## src/rtl/core_sequencer_pkg.sv

```systemverilog
// core_sequencer_pkg: shared types for the RV32I sequencer, LSU and hazard logic.
//   state_t       sequencer FSM encoding
//   cause_t       trap_cause codes
//   ID_*          decoder instruction ids (6-bit); ids above ID_EBREAK are illegal
//   classify()    instr_id -> instr_class_t flags
package core_sequencer_pkg;

    typedef enum logic [2:0] {
        S_FETCH, S_WAIT_I, S_DECODE, S_EXEC, S_MEM, S_WB, S_HALT
    } state_t;

    typedef enum logic [1:0] {
        CAUSE_NONE     = 2'b00,
        CAUSE_ILLEGAL  = 2'b01,
        CAUSE_ECALL    = 2'b10,
        CAUSE_MISALIGN = 2'b11
    } cause_t;

    localparam logic [5:0] ID_ILLEGAL = 6'd0;
    localparam logic [5:0] ID_LUI     = 6'd1;
    localparam logic [5:0] ID_AUIPC   = 6'd2;
    localparam logic [5:0] ID_JAL     = 6'd3;
    localparam logic [5:0] ID_JALR    = 6'd4;
    localparam logic [5:0] ID_BEQ     = 6'd5;
    localparam logic [5:0] ID_BNE     = 6'd6;
    localparam logic [5:0] ID_BLT     = 6'd7;
    localparam logic [5:0] ID_BGE     = 6'd8;
    localparam logic [5:0] ID_BLTU    = 6'd9;
    localparam logic [5:0] ID_BGEU    = 6'd10;
    localparam logic [5:0] ID_LB      = 6'd11;
    localparam logic [5:0] ID_LH      = 6'd12;
    localparam logic [5:0] ID_LW      = 6'd13;
    localparam logic [5:0] ID_LBU     = 6'd14;
    localparam logic [5:0] ID_LHU     = 6'd15;
    localparam logic [5:0] ID_SB      = 6'd16;
    localparam logic [5:0] ID_SH      = 6'd17;
    localparam logic [5:0] ID_SW      = 6'd18;
    localparam logic [5:0] ID_ADDI    = 6'd19;
    localparam logic [5:0] ID_AND     = 6'd37;
    localparam logic [5:0] ID_FENCE   = 6'd38;
    localparam logic [5:0] ID_ECALL   = 6'd39;
    localparam logic [5:0] ID_EBREAK  = 6'd40;

    typedef struct packed {
        logic illegal;
        logic load;
        logic store;
        logic branch;
        logic jump;
        logic ecall;
        logic ebreak;
        logic writes_rd;
    } instr_class_t;

    function automatic logic is_load(input logic [5:0] id);
        return id inside {[ID_LB:ID_LHU]};
    endfunction

    function automatic logic is_store(input logic [5:0] id);
        return id inside {[ID_SB:ID_SW]};
    endfunction

    function automatic logic is_branch(input logic [5:0] id);
        return id inside {[ID_BEQ:ID_BGEU]};
    endfunction

    // Everything except branches, stores, fence and the csr-less system ops
    // produces a value for rd (jal/jalr write the link address).
    function automatic logic writes_rd(input logic [5:0] id);
        return id inside {[ID_LUI:ID_JALR], [ID_LB:ID_LHU], [ID_ADDI:ID_AND]};
    endfunction

    function automatic instr_class_t classify(input logic [5:0] id);
        instr_class_t c;
        c.illegal   = id == ID_ILLEGAL || id > ID_EBREAK;
        c.load      = is_load(id);
        c.store     = is_store(id);
        c.branch    = is_branch(id);
        c.jump      = id == ID_JAL || id == ID_JALR;
        c.ecall     = id == ID_ECALL;
        c.ebreak    = id == ID_EBREAK;
        c.writes_rd = writes_rd(id);
        return c;
    endfunction

endpackage

```

## src/rtl/core_sequencer_if.sv

```systemverilog
// core_sequencer_if: instruction/data memory handshake bundle of the sequencer.
//   imem_req/imem_addr -> imem_gnt, imem_rvalid/imem_rdata  (fetch)
//   dmem_req/dmem_we   -> dmem_done                         (load/store)
//   master = sequencer side, slave = memory side
interface core_sequencer_if #(parameter int XLEN = 32);
    logic            imem_req;
    logic [XLEN-1:0] imem_addr;
    logic            imem_gnt;
    logic            imem_rvalid;
    logic [31:0]     imem_rdata;
    logic            dmem_req;
    logic            dmem_we;
    logic            dmem_done;

    modport master (
        output imem_req, imem_addr, dmem_req, dmem_we,
        input  imem_gnt, imem_rvalid, imem_rdata, dmem_done
    );

    modport slave (
        input  imem_req, imem_addr, dmem_req, dmem_we,
        output imem_gnt, imem_rvalid, imem_rdata, dmem_done
    );
endinterface

```

## src/rtl/seq_instr_class.sv

```systemverilog
// seq_instr_class: combinational decode of dec_instr_id into class flags.
//   id   in  6   decoder instruction id
//   cls  out     instr_class_t flags
module seq_instr_class
    import core_sequencer_pkg::*;
(
    input  logic [5:0]   id,
    output instr_class_t cls
);
    assign cls = classify(id);
endmodule

```

## src/rtl/core_sequencer.sv

```systemverilog
// core_sequencer: multi-cycle FETCH/WAIT_I/DECODE/EXEC/MEM/WB/HALT control FSM of the RV32I core.
//   clk, rst_n                  clock, asynchronous active-low reset
//   bus (master)                imem/dmem request handshakes
//   instr_o                     fetched instruction, held DECODE..WB
//   dec_instr_id                decoder id, sampled in EXEC
//   br_taken, br_target         ALU branch result, sampled in EXEC
//   alu_en, rf_we               EXEC / WB one-cycle strobes
//   pc, halt, trap, trap_cause  architectural PC and stop status
//   perf_cycle, perf_instret    only when SEQ_PERF_CNT_EN is defined
module core_sequencer
    import core_sequencer_pkg::*;
#(
    parameter int              XLEN     = 32,
    parameter logic [XLEN-1:0] PC_RESET = 32'h8000_0000
)(
    input  logic              clk,
    input  logic              rst_n,
    core_sequencer_if.master  bus,
    output logic [31:0]       instr_o,
    input  logic [5:0]        dec_instr_id,
    input  logic              br_taken,
    input  logic [XLEN-1:0]   br_target,
    output logic              alu_en,
    output logic              rf_we,
    output logic [XLEN-1:0]   pc,
    output logic              halt,
    output logic              trap,
    output logic [1:0]        trap_cause
`ifdef SEQ_PERF_CNT_EN
    ,
    output logic [63:0]       perf_cycle,
    output logic [63:0]       perf_instret
`endif
);
    state_t          state, state_d;
    cause_t          cause_q, cause_d;
    instr_class_t    cls;
    logic            redirect, retire;
    logic            take_q, store_q, wrd_q;
    logic [XLEN-1:0] target_q;

    seq_instr_class u_class (.id(dec_instr_id), .cls(cls));

    assign redirect       = cls.jump || (cls.branch && br_taken);
    assign bus.imem_req   = state == S_FETCH;
    assign bus.imem_addr  = pc;
    assign bus.dmem_req   = state == S_MEM;
    assign bus.dmem_we    = state == S_MEM && store_q;
    assign alu_en         = state == S_EXEC;
    assign rf_we          = state == S_WB && wrd_q;
    assign halt           = state == S_HALT;
    assign trap           = cause_q != CAUSE_NONE;
    assign trap_cause     = cause_q;

    always_comb begin
        state_d = state;
        cause_d = cause_q;
        retire  = 1'b0;
        case (state)
            S_FETCH:  state_d = bus.imem_gnt ? S_WAIT_I : S_FETCH;
            S_WAIT_I: state_d = bus.imem_rvalid ? S_DECODE : S_WAIT_I;
            S_DECODE: state_d = S_EXEC;
            S_EXEC: begin
                if (cls.illegal) begin
                    state_d = S_HALT;
                    cause_d = CAUSE_ILLEGAL;
                end else if (cls.ecall) begin
                    state_d = S_HALT;
                    cause_d = CAUSE_ECALL;
                end else if (cls.ebreak) begin
                    state_d = S_HALT;
                end else if (cls.load || cls.store) begin
                    state_d = S_MEM;
                end else if (redirect && br_target[1:0] != 2'b00) begin
                    state_d = S_HALT;
                    cause_d = CAUSE_MISALIGN;
                end else begin
                    state_d = S_WB;
                end
            end
            S_MEM: begin
                // Stores retire straight out of MEM; loads still need the WB strobe.
                if (bus.dmem_done) begin
                    state_d = store_q ? S_FETCH : S_WB;
                    retire  = store_q;
                end
            end
            S_WB: begin
                state_d = S_FETCH;
                retire  = 1'b1;
            end
            default: state_d = S_HALT;
        endcase
    end

    always_ff @(posedge clk or negedge rst_n) begin
        if (!rst_n) begin
            state    <= S_FETCH;
            cause_q  <= CAUSE_NONE;
            pc       <= PC_RESET;
            instr_o  <= '0;
            take_q   <= 1'b0;
            store_q  <= 1'b0;
            wrd_q    <= 1'b0;
            target_q <= '0;
        end else begin
            state   <= state_d;
            cause_q <= cause_d;
            if (state == S_WAIT_I && bus.imem_rvalid)
                instr_o <= bus.imem_rdata;
            // Capture the ALU's branch result and class in EXEC so MEM/WB/retire
            // do not depend on the decoder or ALU holding their outputs.
            if (state == S_EXEC) begin
                take_q   <= redirect;
                target_q <= br_target;
                store_q  <= cls.store;
                wrd_q    <= cls.writes_rd;
            end
            if (retire)
                pc <= take_q ? target_q : pc + XLEN'(4);
        end
    end

`ifdef SEQ_PERF_CNT_EN
    always_ff @(posedge clk or negedge rst_n) begin
        if (!rst_n) begin
            perf_cycle   <= '0;
            perf_instret <= '0;
        end else begin
            if (state != S_HALT)
                perf_cycle <= perf_cycle + 64'd1;
            if (retire)
                perf_instret <= perf_instret + 64'd1;
        end
    end
`endif

endmodule

```

## src/flat_wrapper.sv

```systemverilog
// flat-port wrapper written by rule: the top's interface ports become plain ports
module core_sequencer_flat import core_sequencer_pkg::*;
#(
    parameter int              XLEN     = 32,
    parameter logic [XLEN-1:0] PC_RESET = 32'h8000_0000
)
  (clk, rst_n, instr_o, dec_instr_id, br_taken, br_target, alu_en, rf_we, pc, halt, trap, trap_cause, bus_imem_req, bus_imem_addr, bus_dmem_req, bus_dmem_we, bus_imem_gnt, bus_imem_rvalid, bus_imem_rdata, bus_dmem_done);
  core_sequencer_if #(.XLEN(XLEN)) bus_i ();
  input  logic clk;
  input  logic rst_n;
  output logic [31:0] instr_o;
  input  logic [5:0] dec_instr_id;
  input  logic br_taken;
  input  logic [XLEN-1:0] br_target;
  output logic alu_en;
  output logic rf_we;
  output logic [XLEN-1:0] pc;
  output logic halt;
  output logic trap;
  output logic [1:0] trap_cause;
  output wire logic [$bits(bus_i.imem_req)-1:0] bus_imem_req;
  output wire logic [$bits(bus_i.imem_addr)-1:0] bus_imem_addr;
  output wire logic [$bits(bus_i.dmem_req)-1:0] bus_dmem_req;
  output wire logic [$bits(bus_i.dmem_we)-1:0] bus_dmem_we;
  input wire logic [$bits(bus_i.imem_gnt)-1:0] bus_imem_gnt;
  input wire logic [$bits(bus_i.imem_rvalid)-1:0] bus_imem_rvalid;
  input wire logic [$bits(bus_i.imem_rdata)-1:0] bus_imem_rdata;
  input wire logic [$bits(bus_i.dmem_done)-1:0] bus_dmem_done;
  assign bus_imem_req = bus_i.imem_req;
  assign bus_imem_addr = bus_i.imem_addr;
  assign bus_dmem_req = bus_i.dmem_req;
  assign bus_dmem_we = bus_i.dmem_we;
  assign bus_i.imem_gnt = bus_imem_gnt;
  assign bus_i.imem_rvalid = bus_imem_rvalid;
  assign bus_i.imem_rdata = bus_imem_rdata;
  assign bus_i.dmem_done = bus_dmem_done;
  core_sequencer #(.XLEN(XLEN), .PC_RESET(PC_RESET)) u_core (.clk(clk), .rst_n(rst_n), .bus(bus_i), .instr_o(instr_o), .dec_instr_id(dec_instr_id), .br_taken(br_taken), .br_target(br_target), .alu_en(alu_en), .rf_we(rf_we), .pc(pc), .halt(halt), .trap(trap), .trap_cause(trap_cause));
endmodule
```

## config.mk

```make
export PLATFORM = sky130hd
export DESIGN_NAME = core_sequencer_flat
export DESIGN_NICKNAME = d
export VERILOG_FILES = /design/src/rtl/core_sequencer_pkg.sv /design/src/rtl/core_sequencer_if.sv /design/src/rtl/seq_instr_class.sv /design/src/rtl/core_sequencer.sv /design/src/flat_wrapper.sv
export SDC_FILE = /design/constraint.sdc
export NUM_CORES = 1
export LEC_CHECK = 0
export ABC_AREA = 1
export CELL_PAD_IN_SITES_DETAIL_PLACEMENT = 1
export CELL_PAD_IN_SITES_GLOBAL_PLACEMENT = 2
export CORE_MARGIN = 2
export CORE_UTILIZATION = 27
export CTS_CLUSTER_DIAMETER = 150
export DETAILED_ROUTE_END_ITERATION = 10
export MAX_ROUTING_LAYER = met4
export PLACE_DENSITY_LB_ADDON = 0.25
export REMOVE_ABC_BUFFERS = 1
export SLEW_MARGIN = 20
export SYNTH_ARGS = -nofsm -noshare
export SYNTH_HDL_FRONTEND = slang
export SYNTH_SLANG_ARGS = --single-unit
export TNS_END_PERCENT = 50
```

## constraint.sdc

```tcl
create_clock -name clk -period 4.68 [get_ports clk]
set_input_delay 0.936 -clock clk [delete_from_list [all_inputs] [get_ports clk]]
set_output_delay 0.936 -clock clk [all_outputs]
set_load 0.05 [all_outputs]
```

==> results of run 1 <==
-- kinds of logic after synthesis --
group,after synthesis
DFF,104
AOI/OAI and AO/OA,88
buffers and inverters,116
and+or+nand+nor,448
adders and majority gates,1
xor gates and xnor gates,5
-- area by class of cell --
type / instances / area [um^2]
fill: 2507 / 12660
clock buffer: 10 / 229.0
clock inverter: 6 / 52.55
tap: 270 / 337.8
timing repair buffer: 184 / 1829
multi-input combinational: 542 / 2420
sequential: 104 / 2604
inverter: 60 / 227.7
-- sequential cells by signal (all words and copies together) (netlist names) --
register and count:
u_core.bus.imem_addr 32, u_core.instr_o 32, u_core.state 3, u_core.store_q 1, u_core.take_q 1, u_core.target_q 32, u_core.trap_cause 2, u_core.wrd_q 1
-- report_power, final --
group	switching, uW	internal [uW]	total [uW]
combinational	38.4	60.0	98.4
sequential	0.216	899	899
clock	374	370	743
total	412	1330	1740
-- metal layers --
| layer | wire [um] | vias up | track usage, % |
|---|---|---|---|
| met3 | 1043 | 13 | 3.896 |
| met5 | 0 | - | - |
| met2 | 7941 | 133 | 26.97 |
| met1 | 8529 | 2519 | 22.28 |
| met4 | 216 | 0 | 4.238 |
| li1 | - | 2636 | - |
-- stage by stage --
stage	hold slack (ns)	instance area (um^2)	power, uW	util, %
5_1_grt	0.5099	7700	1814	37.81
3_3_place_gp	0.4530	7418	1018	36.43
2_1_floorplan	0.4366	5251	928.3	-
4_1_cts	0.4781	7700	1772	37.81
6_report	0.4737	7700	1740	37.81
3_5_place_dp	0.4596	7418	1018	36.43
-- path summary, 6_finish.rpt --
check | start | endpoint | slack, ns
worst max-delay path | u_core.state[2] | bus_dmem_we | 1.50
worst min-delay path | u_core.target_q[15] | u_core.target_q[15] | 0.47
worst max register to register | u_core.state[0] | u_core.state[1] | 1.94
worst min register to register | u_core.target_q[15] | u_core.target_q[15] | 0.47
max in group asynchronous | rst_n | u_core.bus.imem_addr[9] | 3.45
min in group asynchronous | rst_n | u_core.bus.imem_addr[2] | 0.69
-- worst min-delay path: stages (launching register included) --
cell     delay (ns)
dfrtp_1        0.34
nand2_1        0.05
nand2_1        0.05
-- synthesized netlist by cell type (5+ instances only) --
| library cell | number | area [um^2] |
|---|---|---|
| inv_1 | 54 | 202.7 |
| a21oi_1 | 17 | 85.08 |
| buf_6 | 5 | 56.30 |
| a21oi_2 | 10 | 87.58 |
| o21ai_1 | 9 | 45.04 |
| o22ai_1 | 5 | 31.28 |
| nand3_1 | 35 | 175.2 |
| clkbuf_1 | 5 | 18.77 |
| nand3b_1 | 9 | 67.56 |
| nor2_1 | 67 | 251.5 |
| buf_4 | 32 | 240.2 |
| nand2_1 | 313 | 1175 |
| buf_2 | 13 | 65.06 |
| dfrtp_1 | 103 | 2577 |
| o21ai_0 | 41 | 205.2 |
==> flow_summary.ini, run 1 <==
[outcome]
status = finished, final reports clean

[timing]
skew_ns = 0.01252
relSlewSlack_pct = 35.49
fin_ws_ns = 1.505
fmax_mhz = 314.9
final_max_slew_viol_count = 0
fin_tns_setup_ns = 0
fin_crit_sh_pct = 67.85
finalSetupViolations = 0
min_period_ns = 3.175
finalHoldViolations = 0
worst_pin_slew_ns = 0.9617
grt_setup_unrepaired = no

[worst_setup_path]
reg2reg_depth = 6
critical_path_arrival_ns = 2.24
slowest_delay_ns = 0.81
crit_top_cell = inv_1
cp_top_family = buffers and inverters
crit_chain = inv_1 -> nor3_1 -> inv_1 -> nor2_1 -> clkdlybuf4s50_1
path_buf_inv = 3
cp.depth = 5
cp_slowest_cell = clkdlybuf4s50_1
startpoint_type = flip-flop
cp-end-kind = output pin
worstPathMaxFanout = 5
worstPathRequired_ns = 3.74
crit_type = reg -> out

[floorplanning]
die_w_um = 148.5
pin_count = 181
initial_utilization_pct = 27.67
die_h_um = 148.5
core-area_um2 = 20360
rows = 52
die_area_um2 = 22040

[logic_synthesis]
yosysWarningCount = 0
yosys.cell_types.count = 38
async_flop_share_pct = 100.0
netlist_area_um2 = 5635
muxShareOfSynthArea_pct = 0
synth_compound_area_share_pct = 8.948
synthCells = 762
synth_top_family_by_area = simple AND/OR/NAND/NOR gates
synth_edf_count = 0
ys_seq_area_share_pct = 46.20
synthFlopType = dfrtp_1
synth-xor-area-share_pct = 0.7771
synth-adder-area-share_pct = 0.2220
syn_area_per_cell_um2 = 7.396
ys_ff_latch = 104
synth-simple-area-share_pct = 32.99

[power]
peakVddDrop_uv = 159.3
power_density_nw_per_um2 = 226.0
leakagePower_uw = 0.003316

[clocking]
holdBufCountCts = 0
post_cts_resized = 0
clock_sinks = 104
root_buffer = clkbuf_16
cts_tree = built
path_clk_slew_ns = 0.07
clk_latency_ns = 0.36
clockBufferDepth = 2
cts_setup_buffers = 0
htreeDepth = 3
cts_buffers = 9

[drt]
ant_nets = 0
num_vias = 5301
drc = 0
vias_per_cell = 4.508
routed_wl_um = 17730
drt_iter0_drc = 178
wire_per_inst_um = 15.08
drtPass1Iterations = 4

[global_routing]
grt_overflow = 0
grt_pass1_vias = 5562
grt_start_max_net_pins = 62
grt_usage_pct = 17.06
antenna_found_initial = 0
grt_pass1_wl_um = 29010

[place]
place_ws_ns = 1.223
io_buffers = 180
dpl.hpwl_um = 12990
placed_cells = 1160
gp_congestion = 0.7933

[cells_and_area]
layout_commonest_cell = nand2_1
drive_above_1_share_pct = 5.740
fin_nets = 978
syn_to_final_growth_pct = 36.63
fin_cells = 1176
layout_common_cells = nand2_1 (313), clkdlybuf4s50_1 (179), dfrtp_1 (103), nor2_1 (67), inv_1 (53)
antenna_cells = 0

[run]
timing.max_cap.violations = 0

[min_path]
min_path_type = reg -> reg
worstHoldPathCells = 2
No activity file was read; power rests on OpenSTA's default activity.
==> inputs of run 2 (changes only) <==
--- a/config.mk
+++ b/config.mk
@@ -9,7 +9,7 @@
 export CELL_PAD_IN_SITES_DETAIL_PLACEMENT = 1
 export CELL_PAD_IN_SITES_GLOBAL_PLACEMENT = 2
 export CORE_MARGIN = 2
-export CORE_UTILIZATION = 27
+export CORE_UTILIZATION = 25
 export CTS_CLUSTER_DIAMETER = 150
 export DETAILED_ROUTE_END_ITERATION = 10
 export MAX_ROUTING_LAYER = met4
==> constraint.sdc (replaced) <==
create_clock -name clk -period 3.3 [get_ports clk]
set_input_delay 0.66 -clock clk [delete_from_list [all_inputs] [get_ports clk]]
set_output_delay 0.66 -clock clk [all_outputs]
set_load 0.05 [all_outputs]
==> run 2 against run 1 <==
Hold slack got worse by 0.25 ns. Critical path type unchanged. Combinational power up 44%. Count of clock-buffer cells in the layout is 1 higher. Largest power group unchanged. Utilization shrank 2.4 points. Clock skew is 0.0033 ns lower. Register-to-register slack got worse by 0.60 ns. Non-clock buffer count grew 4.
==> flow_summary.ini, run 2 (synthesis results as in run 1) <==
[clocking]
cts_tree = built
cts_buffers = 9
htreeDepth = 3
post_cts_resized = 0
clock_sinks = 104
path_clk_slew_ns = 0.08
clk_latency_ns = 0.36
cts_setup_buffers = 0
holdBufCountCts = 0
root_buffer = clkbuf_16
clockBufferDepth = 2

[worst_setup_path]
crit_top_cell = inv_1
worstPathRequired_ns = 2.64
slowest_delay_ns = 0.80
crit_chain = inv_1 -> nor3_1 -> inv_1 -> nor2_1 -> clkdlybuf4s50_1
path_buf_inv = 3
critical_path_arrival_ns = 2.20
crit_type = reg -> out
cp-end-kind = output pin
startpoint_type = flip-flop
cp_top_family = buffers and inverters
worstPathMaxFanout = 5
cp_slowest_cell = clkdlybuf4s50_1

[floorplanning]
die_h_um = 154.1
pin_count = 181
die_area_um2 = 23760
die_w_um = 154.1
initial_utilization_pct = 25.66
core-area_um2 = 21960
rows = 54

[timing]
fmax_mhz = 349.3
relSlewSlack_pct = 39.42
grt_setup_unrepaired = no
skew_ns = 0.009272
fin_crit_sh_pct = 86.75
final_max_slew_viol_count = 0
finalSetupViolations = 0
worst_pin_slew_ns = 0.9078
finalHoldViolations = 0
fin_tns_setup_ns = 0
min_period_ns = 2.863

[place]
gp_congestion = 0.7657
io_buffers = 180
placed_cells = 1174
dpl.hpwl_um = 13560

[cells_and_area]
antenna_cells = 0
syn_to_final_growth_pct = 37.92
layout_commonest_cell = nand2_1
n_fill_cell = 2665
layout_common_cells = nand2_1 (313), clkdlybuf4s50_1 (178), dfrtp_1 (103), nor2_1 (67), inv_1 (54)
fin_nets = 982
drive_above_1_share_pct = 6.154
fin_cells = 1190

[power]
cellInternalPower_uw = 1952
leakagePower_uw = 0.003362
p_seq_share_pct = 50.4
power_density_nw_per_um2 = 325.5
p_comb_share_pct = 5.6
clkPwrFrac_pct = 44.0
fin_total_pwr_uw = 2530
switching_share_pct = 22.84
power.switching_uw = 578.0
peakVddDrop_uv = 215.5

[drt]
vias_per_cell = 4.424
routed_wl_um = 18220
num_vias = 5264
ant_nets = 0
drc = 0
drtPass1Iterations = 4
wire_per_inst_um = 15.31
drt_iter0_drc = 144

[global_routing]
grt_overflow = 0
grt_pass1_wl_um = 29900
grt_pass1_vias = 5582
grt_usage_pct = 16.35
grt_start_max_net_pins = 46
antenna_found_initial = 0

[min_path]
min_path_type = in -> async

[run]
timing.max_cap.violations = 0

[outcome]
status = finished, final reports clean
## run 2: worst paths after layout
path,depth (start not counted),endpoint,slack (ns),startpoint
max,5,bus_dmem_we,0.44,u_core.state[2]
min,1,u_core.target_q[19],0.22,rst_n
max reg2reg,5,u_core.bus.imem_addr[9],1.34,u_core.take_q
min reg2reg,2,u_core.target_q[7],0.47,u_core.target_q[7]
max in group asynchronous,2,u_core.bus.imem_addr[31],2.27,rst_n
min in group clk,2,u_core.target_q[7],0.47,u_core.target_q[7]
## run 2: power by group through the flow
stage	logic (uW)	clock network, uW	registers (uW)
floorplan	16.1	0	1300
global placement	145	0	1300
finish	142	1110	1270
global route	158	1200	1270
CTS	146	1150	1270
detailed placement	146	0	1300
## run 2: metal layers
| layer | vias to the layer above | part of all wire (%) | global-route usage [%] |
|---|---|---|---|
| li1 | 2645 | - | - |
| met2 | 130 | 45 | 25.80 |
| met5 | - | 0 | - |
| met1 | 2477 | 47 | 20.81 |
| met4 | 0 | 1.0 | 4.005 |
| met3 | 12 | 6.5 | 4.538 |
## run 2: final cells by class
class	count	area, um^2	area share, %
clock buffer	11	232.7	2.994
clock inverter	5	56.30	0.7244
inverter	60	227.7	2.930
multi-input combinational	542	2420	31.13
sequential	104	2604	33.50
tap	280	350.3	4.507
timing repair buffer	188	1882	24.21
## run 2: worst register-to-register path: cells and delay by family, from the launching register on
family / cells / cell delay [ns]
DFF: 1 / 0.36
buffers and inverters: 2 / 0.95
AOI/OAI and AO/OA: 3 / 0.51
## run 2: through the flow
step	worst slack, ns	hold slack (ns)	cell area [um^2]	util [%]
2_1_floorplan	0.1605	0.3644	5251	-
5_1_grt	0.2860	0.2533	7772	35.40
3_3_place_gp	0.8517	0.4507	7483	34.08
3_5_place_dp	0.8278	0.4542	7483	34.08
6_report	0.4372	0.2248	7772	35.40
4_1_cts	0.4163	0.2346	7772	35.40
==> inputs of run 3 (changes only) <==
--- a/config.mk
+++ b/config.mk
@@ -14,6 +14,7 @@
 export DETAILED_ROUTE_END_ITERATION = 10
 export MAX_ROUTING_LAYER = met4
 export PLACE_DENSITY_LB_ADDON = 0.25
+export RECOVER_POWER = 50
 export REMOVE_ABC_BUFFERS = 1
 export SLEW_MARGIN = 20
 export SYNTH_ARGS = -nofsm -noshare
==> run 3 against run 2 <==
The flow now finishes with violations (capacitance limit, slew limit). Register-to-register slack got worse by 0.71 ns. Via count is essentially flat. Sequential power about the same. Power down 0.19%. Count of clock-buffer cells in the layout is the same. Clock skew about the same. Critical path depth is the same. Critical path type unchanged. Critical endpoint unchanged.
==> flow_summary.ini, run 3 (synthesis results as in run 1) <==
[outcome]
status = finished, violations left
violations = capacitance limit, slew limit

[clocking]
htreeDepth = 3
cts_tree = built
cts_setup_buffers = 0
clock_sinks = 104
root_buffer = clkbuf_16
clockBufferDepth = 2
post_cts_resized = 0
path_clk_slew_ns = 0.07
clk_latency_ns = 0.36
holdBufCountCts = 0
cts_buffers = 9

[drt]
drt_iter0_drc = 146
routed_wl_um = 18180
drtPass1Iterations = 4
drc = 0
ant_nets = 0
num_vias = 5259
wire_per_inst_um = 15.28
vias_per_cell = 4.419

[global_routing]
grt_start_max_net_pins = 46
grt_pass1_vias = 5582
antenna_found_initial = 0
grt_usage_pct = 16.35
grt_overflow = 0
grt_pass1_wl_um = 29900

[place]
io_buffers = 180
placed_cells = 1174
place_ws_ns = 0.8278
dpl.hpwl_um = 13560
gp_congestion = 0.7657

[worst_setup_path]
worstPathRequired_ns = 2.64
crit_type = reg -> out
crit_start = u_core.state[2]
critical_path_arrival_ns = 2.19
crit_top_cell = inv_1
cp_slowest_cell = clkdlybuf4s50_1
slowest_delay_ns = 0.80
worstPathMaxFanout = 5
cp-end-kind = output pin
crit_chain = inv_1 -> nor3_1 -> inv_1 -> nor2_1 -> clkdlybuf4s50_1
r2r-start = u_core.state[2]
startpoint_type = flip-flop

[cells_and_area]
fin_nets = 982
layout_common_cells = nand2_1 (314), clkdlybuf4s50_1 (177), dfrtp_1 (103), nor2_1 (68), inv_1 (55)
layout_commonest_cell = nand2_1
syn_to_final_growth_pct = 37.21
antenna_cells = 0
fin_cells = 1190
drive_above_1_share_pct = 5.275

[power]
fin_total_pwr_uw = 2525
leakagePower_uw = 0.003343
power_density_nw_per_um2 = 326.6
peakVddDrop_uv = 214.6

[timing]
relSlewSlack_pct = -14.19
grt_setup_unrepaired = no
skew_ns = 0.008919
finalSetupViolations = 0
fin_ws_ns = 0.4520
min_period_ns = 2.848
fin_crit_sh_pct = 86.30
worst_pin_slew_ns = 1.713
fin_tns_setup_ns = 0
holdWs_ns = 0.4682
finalHoldViolations = 0
fmax_mhz = 351.1
final_max_slew_viol_count = 29

[min_path]
min_from = u_core.target_q[7]
min_path_type = reg -> reg

[floorplanning]
die_w_um = 154.1
die_h_um = 154.1
core-area_um2 = 21960
pin_count = 181
rows = 54
initial_utilization_pct = 25.66
die_area_um2 = 23760

[run]
timing.max_cap.violations = 1
==> run 3: cell type report <==
type,instances,area (um^2)
Timing Repair Buffer,188,1862
Clock inverter,5,56.30
Inverter,60,227.7
Multi-Input combinational cell,542,2400
Fill cell,2668,14230
Clock buffer,11,232.7
Tap cell,280,350.3
Sequential cell,104,2604
==> run 3: path summary, 6_finish.rpt <==
check	to	slack (ns)	cells past startpoint
min in group asynchronous	u_core.target_q[19]	0.74	1
setup / recovery	bus_dmem_we	0.45	5
hold / removal	u_core.target_q[7]	0.47	2
max in group asynchronous	u_core.bus.imem_addr[9]	0.95	2
setup reg to reg	u_core.target_q[12]	0.63	5
hold reg to reg	u_core.target_q[7]	0.47	2
==> run 3: per-layer routing <==
layer | global-route usage, % | vias up | wire length [um]
li1 | - | 2646 | -
met1 | 20.81 | 2471 | 8580
met2 | 25.80 | 130 | 8228
met3 | 4.538 | 12 | 1192
met4 | 4.005 | 0 | 181
met5 | - | - | 0
==> run 3: through the flow <==
| stage | cell area, um^2 | util [%] |
|---|---|---|
| 6_report | 7732 | 35.21 |
| 5_1_grt | 7732 | 35.21 |
| 4_1_cts | 7772 | 35.40 |
| 3_5_place_dp | 7483 | 34.08 |
| 3_3_place_gp | 7483 | 34.08 |
| 2_1_floorplan | 5251 | - |
==> run 3: critical path: cells and delay by family (launching register included) <==
kind          cells  cell delay, ns
flops             1            0.43
simple gates      2            0.40
buf+inv           3            1.00
==> run 3: where the power goes <==
part / switching (uW) / internal, uW / total (uW)
Sequential: 0.300 / 1270 / 1270
Combinational: 54.7 / 85.7 / 140
Clock: 519 / 591 / 1110
Total: 574 / 1950 / 2530
